## config.mk

```make
export PLATFORM = sky130hd
export DESIGN_NAME = apuf_eval_sequencer
export DESIGN_NICKNAME = d
export VERILOG_FILES = /design/src/rtl/apuf_seq_pkg.sv /design/src/rtl/apuf_chal_reg.sv /design/src/rtl/apuf_eval_sequencer.sv
export SDC_FILE = /design/constraint.sdc
export NUM_CORES = 1
export LEC_CHECK = 0
export CORE_UTILIZATION = 57
export DETAILED_ROUTE_END_ITERATION = 8
export DONT_BUFFER_PORTS = 1
export PLACE_DENSITY_LB_ADDON = 0.3
export SYNTH_ARGS = -nofsm -noshare
export SYNTH_HDL_FRONTEND = slang
export SYNTH_HIERARCHICAL = 1
export SYNTH_SLANG_ARGS = --single-unit
```

## constraint.sdc

```tcl
create_clock -name clk -period 2.09 [get_ports clk]
set_clock_uncertainty 0.2 [all_clocks]
set_input_delay 0.209 -clock clk [delete_from_list [all_inputs] [get_ports clk]]
set_output_delay 0.209 -clock clk [all_outputs]
set_load 0.005 [all_outputs]
```

## src/rtl/apuf_seq_pkg.sv

```systemverilog
// Shared types and constants for the arbiter-PUF evaluation sequencer.
package apuf_seq_pkg;

  localparam int CNT_W = 8;

  typedef enum logic [2:0] {
    IDLE,
    SETTLE,
    FIRE,
    WAIT,
    NEXT,
    FINISH
  } seqState_t;

  // A count strictly above this value is a majority of nrep evaluations.
  function automatic logic [CNT_W-1:0] majThreshold(input int nrep);
    return CNT_W'(nrep / 2);
  endfunction

endpackage

```

## src/rtl/apuf_chal_reg.sv

```systemverilog
// Byte-addressed challenge register; clear beats write, both frozen while a run is active.
module apuf_chal_reg #(
  parameter  int N    = 64,
  localparam int IdxW = $clog2(N / 8)
) (
  input  logic            clk,
  input  logic            rst_n,
  input  logic [7:0]      chal_byte,
  input  logic [IdxW-1:0] chal_idx,
  input  logic            chal_wr,
  input  logic            chal_clr,
  input  logic            freeze,
  output logic [N-1:0]    challenge
);

  localparam int Slots = 2 ** IdxW;

  // Marks which encodable byte indices actually exist in the register.
  function automatic logic [Slots-1:0] slotMask();
    logic [Slots-1:0] m;
    for (int i = 0; i < Slots; i++) m[i] = (i < N / 8);
    return m;
  endfunction

  localparam logic [Slots-1:0] ValidSlot = slotMask();

  // NOTE: state registers use non-blocking assignments so every flop samples pre-edge values.
  always_ff @(posedge clk or negedge rst_n) begin
    if (!rst_n) begin
      challenge <= '0;
    end else if (!freeze) begin
      if (chal_clr) begin
        challenge <= '0;
      end else if (chal_wr && ValidSlot[chal_idx]) begin
        challenge[8*chal_idx +: 8] <= chal_byte;
      end
    end
  end

endmodule

```

## src/rtl/apuf_eval_sequencer.sv

```systemverilog
// Drives NREP trigger cycles into the XOR arbiter PUF and majority-votes the responses.
module apuf_eval_sequencer
  import apuf_seq_pkg::*;
#(
  parameter  int N       = 64,
  parameter  int K       = 6,
  parameter  int NREP    = 15,
  parameter  int TIG_CYC = 8,
  parameter  int GAP_CYC = 16,
  parameter  int TMO_CYC = 255,
  localparam int IdxW    = $clog2(N / 8)
) (
  input  logic            clk,
  input  logic            rst_n,
  input  logic [7:0]      chal_byte,
  input  logic [IdxW-1:0] chal_idx,
  input  logic            chal_wr,
  input  logic            chal_clr,
  input  logic            start,
  output logic            busy,
  output logic [N-1:0]    puf_challenge,
  output logic            puf_tig,
  input  logic            puf_resp_ready,
  input  logic            puf_resp_bit,
  input  logic [K-1:0]    puf_resp_bits,
  output logic            done,
  output logic            resp_maj,
  output logic [7:0]      resp_ones,
  output logic [K-1:0]    resp_bits_maj,
  output logic            timeout_err
);

  localparam logic [CNT_W-1:0] MajThr = majThreshold(NREP);
  localparam logic [CNT_W-1:0] GapEnd = CNT_W'(GAP_CYC - 1);
  localparam logic [CNT_W-1:0] TigEnd = CNT_W'(TIG_CYC - 1);
  localparam logic [CNT_W-1:0] TmoEnd = CNT_W'(TMO_CYC - 1);
  localparam logic [CNT_W-1:0] RepEnd = CNT_W'(NREP);

  seqState_t        state, nextState;
  logic [CNT_W-1:0] cycCnt;
  logic [CNT_W-1:0] repCnt;
  logic [CNT_W-1:0] onesCnt;
  logic [CNT_W-1:0] bitCnt [K];
  logic             tmoHit;
  logic             timerClr;

  apuf_chal_reg #(.N(N)) uChalReg (
    .clk       (clk),
    .rst_n     (rst_n),
    .chal_byte (chal_byte),
    .chal_idx  (chal_idx),
    .chal_wr   (chal_wr),
    .chal_clr  (chal_clr),
    .freeze    (busy),
    .challenge (puf_challenge)
  );

  assign busy     = (state != IDLE);
  assign puf_tig  = (state == FIRE) || (state == WAIT);
  assign timerClr = (nextState != state);

  // NOTE: every combinational output gets a default first so no path can infer a latch.
  always_comb begin
    nextState = state;
    tmoHit    = 1'b0;
    case (state)
      IDLE:   if (start) nextState = SETTLE;
      SETTLE: if (cycCnt == GapEnd) nextState = FIRE;
      FIRE:   if (cycCnt == TigEnd) nextState = WAIT;
      WAIT: begin
        if (puf_resp_ready) begin
          nextState = NEXT;
        end else if (cycCnt == TmoEnd) begin
          nextState = FINISH;
          tmoHit    = 1'b1;
        end
      end
      NEXT:    nextState = (repCnt + 1'b1 == RepEnd) ? FINISH : SETTLE;
      FINISH:  nextState = IDLE;
      default: nextState = IDLE;
    endcase
  end

  // The per-APUF counters are few and narrow, so they share the async reset with the rest.
  always_ff @(posedge clk or negedge rst_n) begin
    if (!rst_n) begin
      state         <= IDLE;
      cycCnt        <= '0;
      repCnt        <= '0;
      onesCnt       <= '0;
      for (int j = 0; j < K; j++) bitCnt[j] <= '0;
      done          <= 1'b0;
      resp_maj      <= 1'b0;
      resp_ones     <= '0;
      resp_bits_maj <= '0;
      timeout_err   <= 1'b0;
    end else begin
      state  <= nextState;
      cycCnt <= timerClr ? '0 : cycCnt + 1'b1;
      done   <= (state == FINISH);

      if (state == IDLE && start) begin
        repCnt      <= '0;
        onesCnt     <= '0;
        for (int j = 0; j < K; j++) bitCnt[j] <= '0;
        timeout_err <= 1'b0;
      end

      if (state == WAIT && puf_resp_ready) begin
        onesCnt <= onesCnt + CNT_W'(puf_resp_bit);
        for (int j = 0; j < K; j++) bitCnt[j] <= bitCnt[j] + CNT_W'(puf_resp_bits[j]);
      end

      if (tmoHit) timeout_err <= 1'b1;
      if (state == NEXT) repCnt <= repCnt + 1'b1;

      if (state == FINISH) begin
        resp_ones <= onesCnt;
        resp_maj  <= (onesCnt > MajThr);
        for (int j = 0; j < K; j++) resp_bits_maj[j] <= (bitCnt[j] > MajThr);
      end
    end
  end

endmodule

```

==> impl_metrics.env <==
export IMPL_status="complete, but fails checks"
export IMPL_violations="hold timing"
export IMPL_gr_total_overflow=0
export IMPL_synth_edf_count=0
export IMPL_ys_ff_latch=156
export IMPL_maxCapViolations=0
export IMPL_clk_pin_slew_ps=60
export IMPL_fmax_mhz=502.6
export IMPL_synth_area_per_cell_sq_um=10.36
export IMPL_dpl_hpwl_um=10480
export IMPL_whs_ps=-723.4
export IMPL_finalNonFillerCells=893
export IMPL_slowest_stage="or3_4"
export IMPL_grt_pass1_vias=5081
export IMPL_place_area_sq_um=7458
export IMPL_drv_slew=0
export IMPL_synth_main_ff_cell="dfrtp_1"
export IMPL_num_antenna_cells=0
export IMPL_cts_buffers=17
export IMPL_critPathTopFamily="compound AO/OA/AOI/OAI gates"
export IMPL_cts_hold_buf=18
export IMPL_period_minus_slack_ps=1990
export IMPL_ant_nets=0
export IMPL_worstMarginPinSlew_ps=921.5
export IMPL_use_met2_pct=40.20
export IMPL_die_w_um=114.1
export IMPL_clk_insertion_delay_late_ps=430
export IMPL_final_cell_mix="156 x dfrtp_1, 93 x nand2_1, 79 x o21ai_0, 51 x a22o_1, 49 x nor2_1"
export IMPL_cp_end_kind="flip-flop"
export IMPL_ios=107
export IMPL_first_iter_violations=407
export IMPL_dieArea_sq_um=13030
export IMPL_wl_per_cell_um=18.17
export IMPL_path_buf_inv=1
export IMPL_cp_required_ps=2200
export IMPL_critPathMaxStageDelay_ps=410
export IMPL_final_cell_area_sq_um=8234
export IMPL_fin_nets=758
export IMPL_setup_viol=0
export IMPL_timing_final_hold_violations=156
export IMPL_ys_warn_count=6
export IMPL_use_met1_pct=34.98
export IMPL_hold_path_class="input port to asynchronous set/reset pin"
export IMPL_layout_commonest_cell="dfrtp_1"
export IMPL_grt_most_used_layer="met2"
export IMPL_drc_errors=0
export IMPL_synthArstFlopShare_pct=100.0
export IMPL_syn_inst=692
export IMPL_yosys_top_cells_area="dfrtp_1 54%, a22o_1 6.2%, o21ai_0 5.5%, nand2_1 4.9%, ha_1 3.7%"
export IMPL_cts_tree="done"
export IMPL_combPwrFrac_pct=21.2
export IMPL_core_area_sq_um=12110
export IMPL_vias=5447
export IMPL_synth_distinct_cells=58
export IMPL_antenna_found_initial=0
export IMPL_grt_pass1_wl_um=25990
export IMPL_drive_gt1_share_pct=12.69
export IMPL_switchingPower_mw=2.686
export IMPL_globalRouteMet3Util_pct=6.300
export IMPL_powerDensity_nw_per_um2=1010
export IMPL_p_int_mw=5.631
export IMPL_drt_total_wl_um=16230
export IMPL_period_share_pct=95.19
export IMPL_setup_tns_final_ps=0
export IMPL_start_util_pct=59.17
export IMPL_clock_power_share_pct=33.7
export IMPL_grt_max_degree=157
export IMPL_max_vdd_ir_drop_mv=0.4947
export IMPL_cts_root_buf="clkbuf_16"
export IMPL_critical_path_cell_chain="or3_4 -> o21ba_4 -> buf_4 -> o21ai_2 -> a22o_1"
export IMPL_cp_start_kind="flip-flop"
export IMPL_die_h_um=114.1
export IMPL_path_max_fanout=10
export IMPL_portBuffers=0
export IMPL_syn_area_sq_um=7167
export IMPL_slew_headroom_pct=38.44
export IMPL_synth_top_area_share_pct=54.47
export IMPL_arrival_ps=2100
export IMPL_criticalPathCategory="flip-flop to flip-flop"
export IMPL_cts_path_max_buffers=2
export IMPL_viasPerCell=6.100
export IMPL_pwr_share_seq_pct=45.1
export IMPL_p_leak_nw=3.889
export IMPL_synth_largest_area_cell="dfrtp_1"
export IMPL_synth_nets=737
export IMPL_area_growth_syn_to_layout_pct=14.89
export IMPL_yosysSeqAreaShare_pct=54.47
export IMPL_rows=40
export IMPL_p_sw_share_pct=32.29
export IMPL_dr_pass1_iters=7
export IMPL_place_gp_congestion=0.9515
export IMPL_dp_cells=842
export IMPL_grt_usage_pct=25.87
export IMPL_rsz0062_at_grt="false"
export IMPL_cts_max_level=4
export IMPL_cts_sinks=156
kinds of logic (layout without fill, tap and decap cells):
kind of cell,Yosys count,count (layout),synth area share (%)
compound gates,184,184,16.69
xor+xnor,14,14,1.711
simple gates,260,260,18.58
buf+inv,42,75,2.671
mux,15,15,2.217
fa+ha+maj,21,21,3.666
flops,156,156,54.47
metal layers:
layer / up-vias / wire (um)
met4: 0 / 374
met5: - / 0
met2: 165 / 7710
met3: 32 / 968
met1: 2697 / 7174
li1: 2553 / -
final timing paths:
| path | slack, ps | from | end | cells after the start |
|---|---|---|---|---|
| setup / recovery | 100 | state[1]$_DFF_PN0_ | uChalReg/challenge[52]$_DFFE_PN0P_ | 5 |
| hold / removal | -720 | rst_n | uChalReg/challenge[23]$_DFFE_PN0P_ | 0 |
| setup reg to reg | 100 | state[1]$_DFF_PN0_ | uChalReg/challenge[52]$_DFFE_PN0P_ | 5 |
| hold reg to reg | 270 | bitCnt[15]$_DFFE_PN0P_ | bitCnt[15]$_DFFE_PN0P_ | 1 |
| max in group asynchronous | 2240 | rst_n | bitCnt[5]$_DFFE_PN0P_ | 0 |
| min in group clk | 20 | puf_resp_ready | cycCnt[4]$_DFF_PN0_ | 4 |
stage by stage:
step | power, mW | util (%) | setup WS, ps
2_1_floorplan | 4.984 | - | -2.422
4_1_cts | 8.305 | 67.52 | 73.15
3_3_place_gp | 5.356 | 61.58 | 89.44
6_report | 8.317 | 67.99 | 100.4
3_5_place_dp | 5.439 | 61.58 | 11.74
5_1_grt | 8.740 | 67.99 | 16.29
final cells by class:
cell class | count | area [sq um]
sequential | 156 | 3904
fill | 898 | 3877
multi-input combinational | 494 | 3202
clock buffer | 17 | 425.4
timing repair buffer | 37 | 352.8
tap | 168 | 210.2
clock inverter | 14 | 113.9
inverter | 7 | 26.28
power groups by stage:
stage / sequential (mW) / clock (mW) / combinational (mW)
3_3_place_gp: 3.79 / 0 / 1.57
3_5_place_dp: 3.80 / 0 / 1.64
4_1_cts: 3.75 / 2.85 / 1.70
5_1_grt: 3.79 / 2.98 / 1.96
6_report: 3.75 / 2.80 / 1.77
2_1_floorplan: 3.69 / 0 / 1.29
cells in the mapped netlist (all sizes together) (2+ instances only):
| cell | number |
|---|---|
| dfrtp | 156 |
| nand2 | 94 |
| o21ai | 92 |
| nor2 | 55 |
| a22o | 51 |
| nand3 | 22 |
| and3 | 21 |
| ha | 21 |
| clkbuf | 19 |
| buf | 16 |
| a21oi | 14 |
| nand4 | 13 |
| a22oi | 8 |
| mux2i | 8 |
| nor3 | 8 |
| nor4 | 8 |
| or4 | 8 |
| xnor2 | 8 |
| inv | 7 |
| mux2 | 7 |
| nand2b | 6 |
| xor2 | 6 |
| nor2b | 5 |
| a31oi | 3 |
| and4 | 3 |
| nand3b | 3 |
| nor4b | 3 |
| o31ai | 3 |
| a32o | 2 |
| and2 | 2 |
| and4b | 2 |
| o2111ai | 2 |
| o211ai | 2 |
| o21bai | 2 |
| or3b | 2 |
sequential cells by signal, indices dropped and copies added (netlist names):
name	flops
bitCnt	48
cycCnt	8
done	1
onesCnt	8
repCnt	8
resp_bits_maj	6
resp_maj	1
resp_ones	8
state	3
timeout_err	1
uChalReg/challenge	64
timing repair:
item,4_1_cts,5_1_grt
setup buffers,0,1
endpoints found under the hold margin,249,156
resized for setup,0,5
endpoints found under the setup margin,0,8
No activity file was read; power rests on OpenSTA's default activity.
